### config.mk
export PLATFORM = sky130hd
export DESIGN_NAME = br_credit_push_rr_arb
export DESIGN_NICKNAME = d
export VERILOG_FILES = /design/src/rtl/br_credit_push_rr_arb.sv
export SDC_FILE = /design/constraint.sdc
export NUM_CORES = 1
export LEC_CHECK = 0
export CAP_MARGIN = 30
export CORE_AREA = 2 2 39 41
export DETAILED_ROUTE_END_ITERATION = 10
export DIE_AREA = 0 0 41 43
export MAX_ROUTING_LAYER = met4
export PLACE_DENSITY = 0.74
export SYNTH_ARGS = -nofsm -noshare
export SYNTH_HDL_FRONTEND = slang
export SYNTH_SLANG_ARGS = --single-unit
export TNS_END_PERCENT = 50
### constraint.sdc
create_clock -name clk -period 2.3 [get_ports clk]
set_input_delay 0.46 -clock clk [delete_from_list [all_inputs] [get_ports clk]]
set_output_delay 0.46 -clock clk [all_outputs]
set_load 0.05 [all_outputs]
### src/rtl/br_credit_push_rr_arb.sv
// Credit-gated round-robin arbiter driving one registered credit/valid push port.
// Keeps the sender-side credit counter for a credit-based FIFO sink.
module br_credit_push_rr_arb #(
    parameter int NumRequesters = 2,
    parameter int Width = 1,
    parameter int MaxCredit = 2,
    localparam int CreditWidth = $clog2(MaxCredit + 1),
    localparam int IndexWidth = $clog2(NumRequesters)
) (
    input  logic                           clk,
    input  logic                           rst,
    input  logic [NumRequesters-1:0]       in_valid,
    output logic [NumRequesters-1:0]       in_ready,
    input  logic [NumRequesters*Width-1:0] in_data,
    output logic                           push_sender_in_reset,
    input  logic                           push_receiver_in_reset,
    input  logic                           push_credit,
    output logic                           push_valid,
    output logic [Width-1:0]               push_data,
    input  logic [CreditWidth-1:0]         credit_initial,
    input  logic [CreditWidth-1:0]         credit_withhold,
    output logic [CreditWidth-1:0]         credit_count,
    output logic [CreditWidth-1:0]         credit_available,
    output logic [IndexWidth-1:0]          grant_index
);

    if (NumRequesters < 2) begin : g_bad_num_requesters
        $error("NumRequesters must be at least 2");
    end
    if (Width < 1) begin : g_bad_width
        $error("Width must be at least 1");
    end
    if (MaxCredit < 1) begin : g_bad_max_credit
        $error("MaxCredit must be at least 1");
    end

    logic                     reset_active;
    logic [CreditWidth-1:0]   count_q;
    logic [CreditWidth-1:0]   count_nxt;
    logic [IndexWidth-1:0]    ptr_q;
    logic [IndexWidth-1:0]    ptr_nxt;
    logic [NumRequesters-1:0] eligible;
    logic                     has_credit;
    logic                     grant;
    logic [IndexWidth-1:0]    win;
    logic [Width-1:0]         win_data;
    logic                     valid_q;
    logic [Width-1:0]         data_q;
    logic [IndexWidth-1:0]    index_q;
    int                       scan_idx;

    assign reset_active         = rst | push_receiver_in_reset;
    assign push_sender_in_reset = rst;

    assign credit_count     = count_q;
    assign credit_available = (count_q > credit_withhold) ?
                              count_q - credit_withhold : '0;
    assign has_credit       = |credit_available;

    // A credit returned this cycle only counts from the next cycle on.
    assign eligible = reset_active ? '0 :
                      (in_valid & {NumRequesters{has_credit}});

    always_comb begin
        grant    = 1'b0;
        win      = '0;
        scan_idx = 0;
        for (int k = 0; k < NumRequesters; k++) begin
            scan_idx = int'(ptr_q) + k;
            if (scan_idx >= NumRequesters) begin
                scan_idx = scan_idx - NumRequesters;
            end
            if (!grant && eligible[IndexWidth'(scan_idx)]) begin
                grant = 1'b1;
                win   = IndexWidth'(scan_idx);
            end
        end
    end

    always_comb begin
        win_data = '0;
        for (int k = 0; k < NumRequesters; k++) begin
            if (win == IndexWidth'(k)) begin
                win_data = in_data[k*Width +: Width];
            end
        end
    end

    assign in_ready = grant ?
                      (NumRequesters'(1) << win) : '0;

    assign ptr_nxt = (win == IndexWidth'(NumRequesters - 1)) ?
                     '0 : win + 1'b1;

    assign count_nxt = count_q
                     + CreditWidth'(push_credit)
                     - CreditWidth'(grant);

    always_ff @(posedge clk) begin
        if (reset_active) begin
            count_q <= credit_initial;
            ptr_q   <= '0;
            valid_q <= 1'b0;
            data_q  <= '0;
            index_q <= '0;
        end else begin
            count_q <= count_nxt;
            valid_q <= grant;
            if (grant) begin
                ptr_q   <= ptr_nxt;
                data_q  <= win_data;
                index_q <= win;
            end
        end
    end

    assign push_valid  = valid_q;
    assign push_data   = data_q;
    assign grant_index = index_q;

    a_no_overflow: assert property (
        @(posedge clk) disable iff (reset_active)
        !(push_credit && !grant &&
          count_q == CreditWidth'(MaxCredit)))
        else $error("credit counter overflow");

    a_ready_onehot0: assert property (
        @(posedge clk) $onehot0(in_ready))
        else $error("in_ready not onehot0");

    a_initial_legal: assert property (
        @(posedge clk) reset_active |->
        (credit_initial <= CreditWidth'(MaxCredit)))
        else $error("credit_initial exceeds MaxCredit");

    c_count_zero: cover property (
        @(posedge clk) !reset_active && count_q == '0);
    c_count_max: cover property (
        @(posedge clk) !reset_active &&
        count_q == CreditWidth'(MaxCredit));
    c_credit_with_grant: cover property (
        @(posedge clk) grant && push_credit);
    c_wrap: cover property (
        @(posedge clk) grant && win < ptr_q);

    for (genvar g = 0; g < NumRequesters; g++) begin : g_cov
        c_granted: cover property (
            @(posedge clk) grant && win == IndexWidth'(g));
    end

endmodule

==> impl_metrics.py <==
metrics = {
    "outcome": {
        "outcome": "complete, but fails checks",
        "violations": "negative setup slack",
    },
    "drt": {
        "drc": 0,
        "avgRoutedWirePerCell_um": 10.03,
        "via_per_inst": 4.244,
        "wl_um": 903,
        "drtIter0Drc": 2,
        "vias": 382,
        "drt_first_pass_iters": 2,
        "ant_nets": 0,
    },
    "worst_setup_path": {
        "slowest_delay_ps": 550,
        "end_kind": "output pin",
        "r2r-start": "credit_count[0]$_DFF_P_",
        "worst-setup-path-type": "flip-flop to output pin",
        "worstSetupStartpointType": "flip-flop",
        "cp_max_fo": 3,
        "crit_top_cell": "inv_2",
        "cp_top_family": "adder cells",
        "critPathBufInv": 3,
        "cp.arrival_ps": 1920,
        "worstPathRequired_ps": 1840,
        "startpoint": "credit_count[0]$_DFF_P_",
        "path_cells": "inv_2 -> ha_4 -> inv_2 -> fa_2 -> nand2b_4 -> a21oi_4 -> and3_4 -> buf_12",
        "cpMaxStageDelayCell": "fa_2",
    },
    "pwr": {
        "power_leakage_uw": 0.0003285,
        "ir_drop_uv": 304.5,
        "power.density_mw_per_mm2": 592.4,
    },
    "synth": {
        "synthesis.area_um2": 390.4,
        "synth_nets": 60,
        "avgSynthCellArea_um2": 8.872,
        "ys_types": 20,
        "ys_warn_count": 0,
        "syn_inst": 44,
        "ys_ff_latch": 6,
        "seq_area_frac_synth_pct": 30.77,
    },
    "floorplan": {
        "die_w_um": 41,
        "floorplan.initialDensity_pct": 28.21,
        "die_height_um": 43,
        "core_mm2": 0.001384,
        "die_area_mm2": 0.001763,
        "rows": 14,
        "pin_count": 22,
    },
    "global_route": {
        "grt_use_total_pct": 13.68,
        "grt_pass1_vias": 384,
        "grt_max_degree": 7,
        "antenna_found_initial": 0,
        "grt-ovfl-total": 0,
        "grt_first_pass_wirelength_mm": 1.545,
    },
    "timing": {
        "rsz0062_at_grt": "yes",
        "worstMarginPinSlew_ps": 489.7,
        "relSlewSlack_pct": 67.25,
        "slew_violations": 0,
        "fmax_mhz": 419.3,
        "hold_viol_final": 0,
        "setup_slack_ps": -84.67,
        "period_minus_slack_ps": 2385,
        "fin_setup_tns_ps": -203.1,
        "post-route-period-util_pct": 103.7,
        "fin_skew_ps": 8.847,
        "setup_viol": 3,
    },
    "cts": {
        "cts_buffers": 3,
        "cts_root_buffer": "clkbuf_4",
        "cts_sinks": 6,
        "worstSkewPairLatency_ps": 250,
        "cts_buffer_depth": 2,
        "cts_max_level": 1,
        "clk_pin_slew_ps": 50,
        "cts_tree": "done",
    },
    "min_path": {
        "hp-class": "flip-flop to flip-flop",
        "hp-start": "push_data$_SDFFE_PP0P_",
    },
    "placement": {
        "placed_area_um2": 706.9,
        "port_buffers": 20,
        "place_congestion": 0.6899,
        "dp.cells": 83,
        "dp_hpwl_um": 744.1,
    },
    "run": {
        "cap_viol_max_count": 0,
    },
    "cells_and_area": {
        "syn2layout_area_growth_pct": 97.76,
        "n_antenna_cell": 0,
        "drive_above_1_share_pct": 47.30,
        "stdcell_count": 90,
        "nets": 91,
        "finish.instance_area_um2": 772.0,
    },
}
## path summary, 6_finish.rpt
check                            end  slack, ps  cells past startpoint
max                      in_ready[1]        -80                      8
min           push_data$_SDFFE_PP0P_        500                      2
max reg2reg  credit_count[1]$_DFF_P_        -40                     13
min reg2reg   push_data$_SDFFE_PP0P_        500                      2
## layout by cell type, fill, tap and decap left out, types with 2 or more instances in the layout
cell,n
clkdlybuf4s50_1,13
buf_4,10
nand2_1,6
dfxtp_1,5
nor2_1,4
buf_12,4
inv_2,3
clkbuf_4,3
xnor2_1,2
mux2i_1,2
## flip-flops by register name (all words and copies together) (netlist names)
signal	flops
push_data	1
credit_count	2
ptr_q	1
push_valid	1
grant_index	1
## tightest hold or removal path, delay by kind of cell, from the launching register on
family | cells | cell delay (ps)
flip-flops | 1 | 300
AND/OR/NAND/NOR | 1 | 90
AO/OA/AOI/OAI | 1 | 50
## timing repair
item / 4_1_cts / 5_1_grt
hold buffers: 0 / 0
buffers inserted: 3 / 0
pin swaps: 5 / 4
setup endpoints to repair: 6 / 5
resized for setup: 8 / 2
gates cloned: 0 / 0
## metrics by stage
stage	hold WS (ps)	utilization (%)	setup WS, ps	total power (uW)
5_1_grt	529.4	55.79	-158.5	488.5
4_1_cts	500.1	55.06	-210.7	462.3
3_5_place_dp	488.8	51.09	-582.7	338.2
3_3_place_gp	482.6	51.09	-523.8	332.0
6_report	496.4	55.79	-84.67	457.3
2_1_floorplan	565.3	-	-34.29	249.7
## synth_stat cells
| library cell | number | area, um2 |
|---|---|---|
| or2_2 | 1 | 6.260 |
| nand2b_4 | 1 | 13.76 |
| xnor2_1 | 3 | 26.28 |
| mux2i_1 | 2 | 20.02 |
| inv_1 | 4 | 15.01 |
| clkbuf_1 | 1 | 3.750 |
| o21ai_1 | 1 | 5.000 |
| buf_4 | 2 | 15.01 |
| ha_1 | 3 | 37.54 |
| a211oi_1 | 1 | 7.510 |
| nand2_1 | 7 | 26.28 |
| dfxtp_1 | 6 | 120.1 |
| fa_1 | 1 | 20.02 |
| nor2_1 | 5 | 18.77 |
| a21oi_4 | 1 | 16.27 |
| nor2b_1 | 1 | 6.260 |
| xor2_1 | 1 | 8.760 |
| a21oi_1 | 1 | 5.000 |
| a211oi_2 | 1 | 12.51 |
| and3_1 | 1 | 6.260 |
## logic make-up after synthesis
group	after synthesis	share of synthesized area, %
AND/OR/NAND/NOR	16	19.88
buffers and inverters	7	8.651
flip-flops	6	30.77
AO/OA/AOI/OAI	5	11.86
XOR/XNOR	4	8.976
adder cells (fa/ha/maj)	4	14.74
multiplexers	2	5.128
## cell type report
type	instances	area, um2
Inverter	4	15.01
Clock buffer	4	26.28
Timing Repair Buffer	29	299.0
Fill cell	128	611.8
Multi-Input combinational cell	31	287.8
Tap cell	16	20.02
Sequential cell	6	123.9
## routing by layer
layer  vias to the layer above  wire [um]  share of wire, %  track usage [%]
met1                       170        340                38            15.11
met2                        15        481                53            20.94
li1                        197          -                 -                -
met4                         0          0                 0            8.000
met5                         -          0                 0                -
met3                         0         80               8.9            3.665
## power breakdown
part,internal (uW),switching (uW),total [uW]
logic,115,112,227
registers,111,8.52,120
clock network,66.1,44.2,110
total,293,165,457
Power figures use the tool's default switching activity.
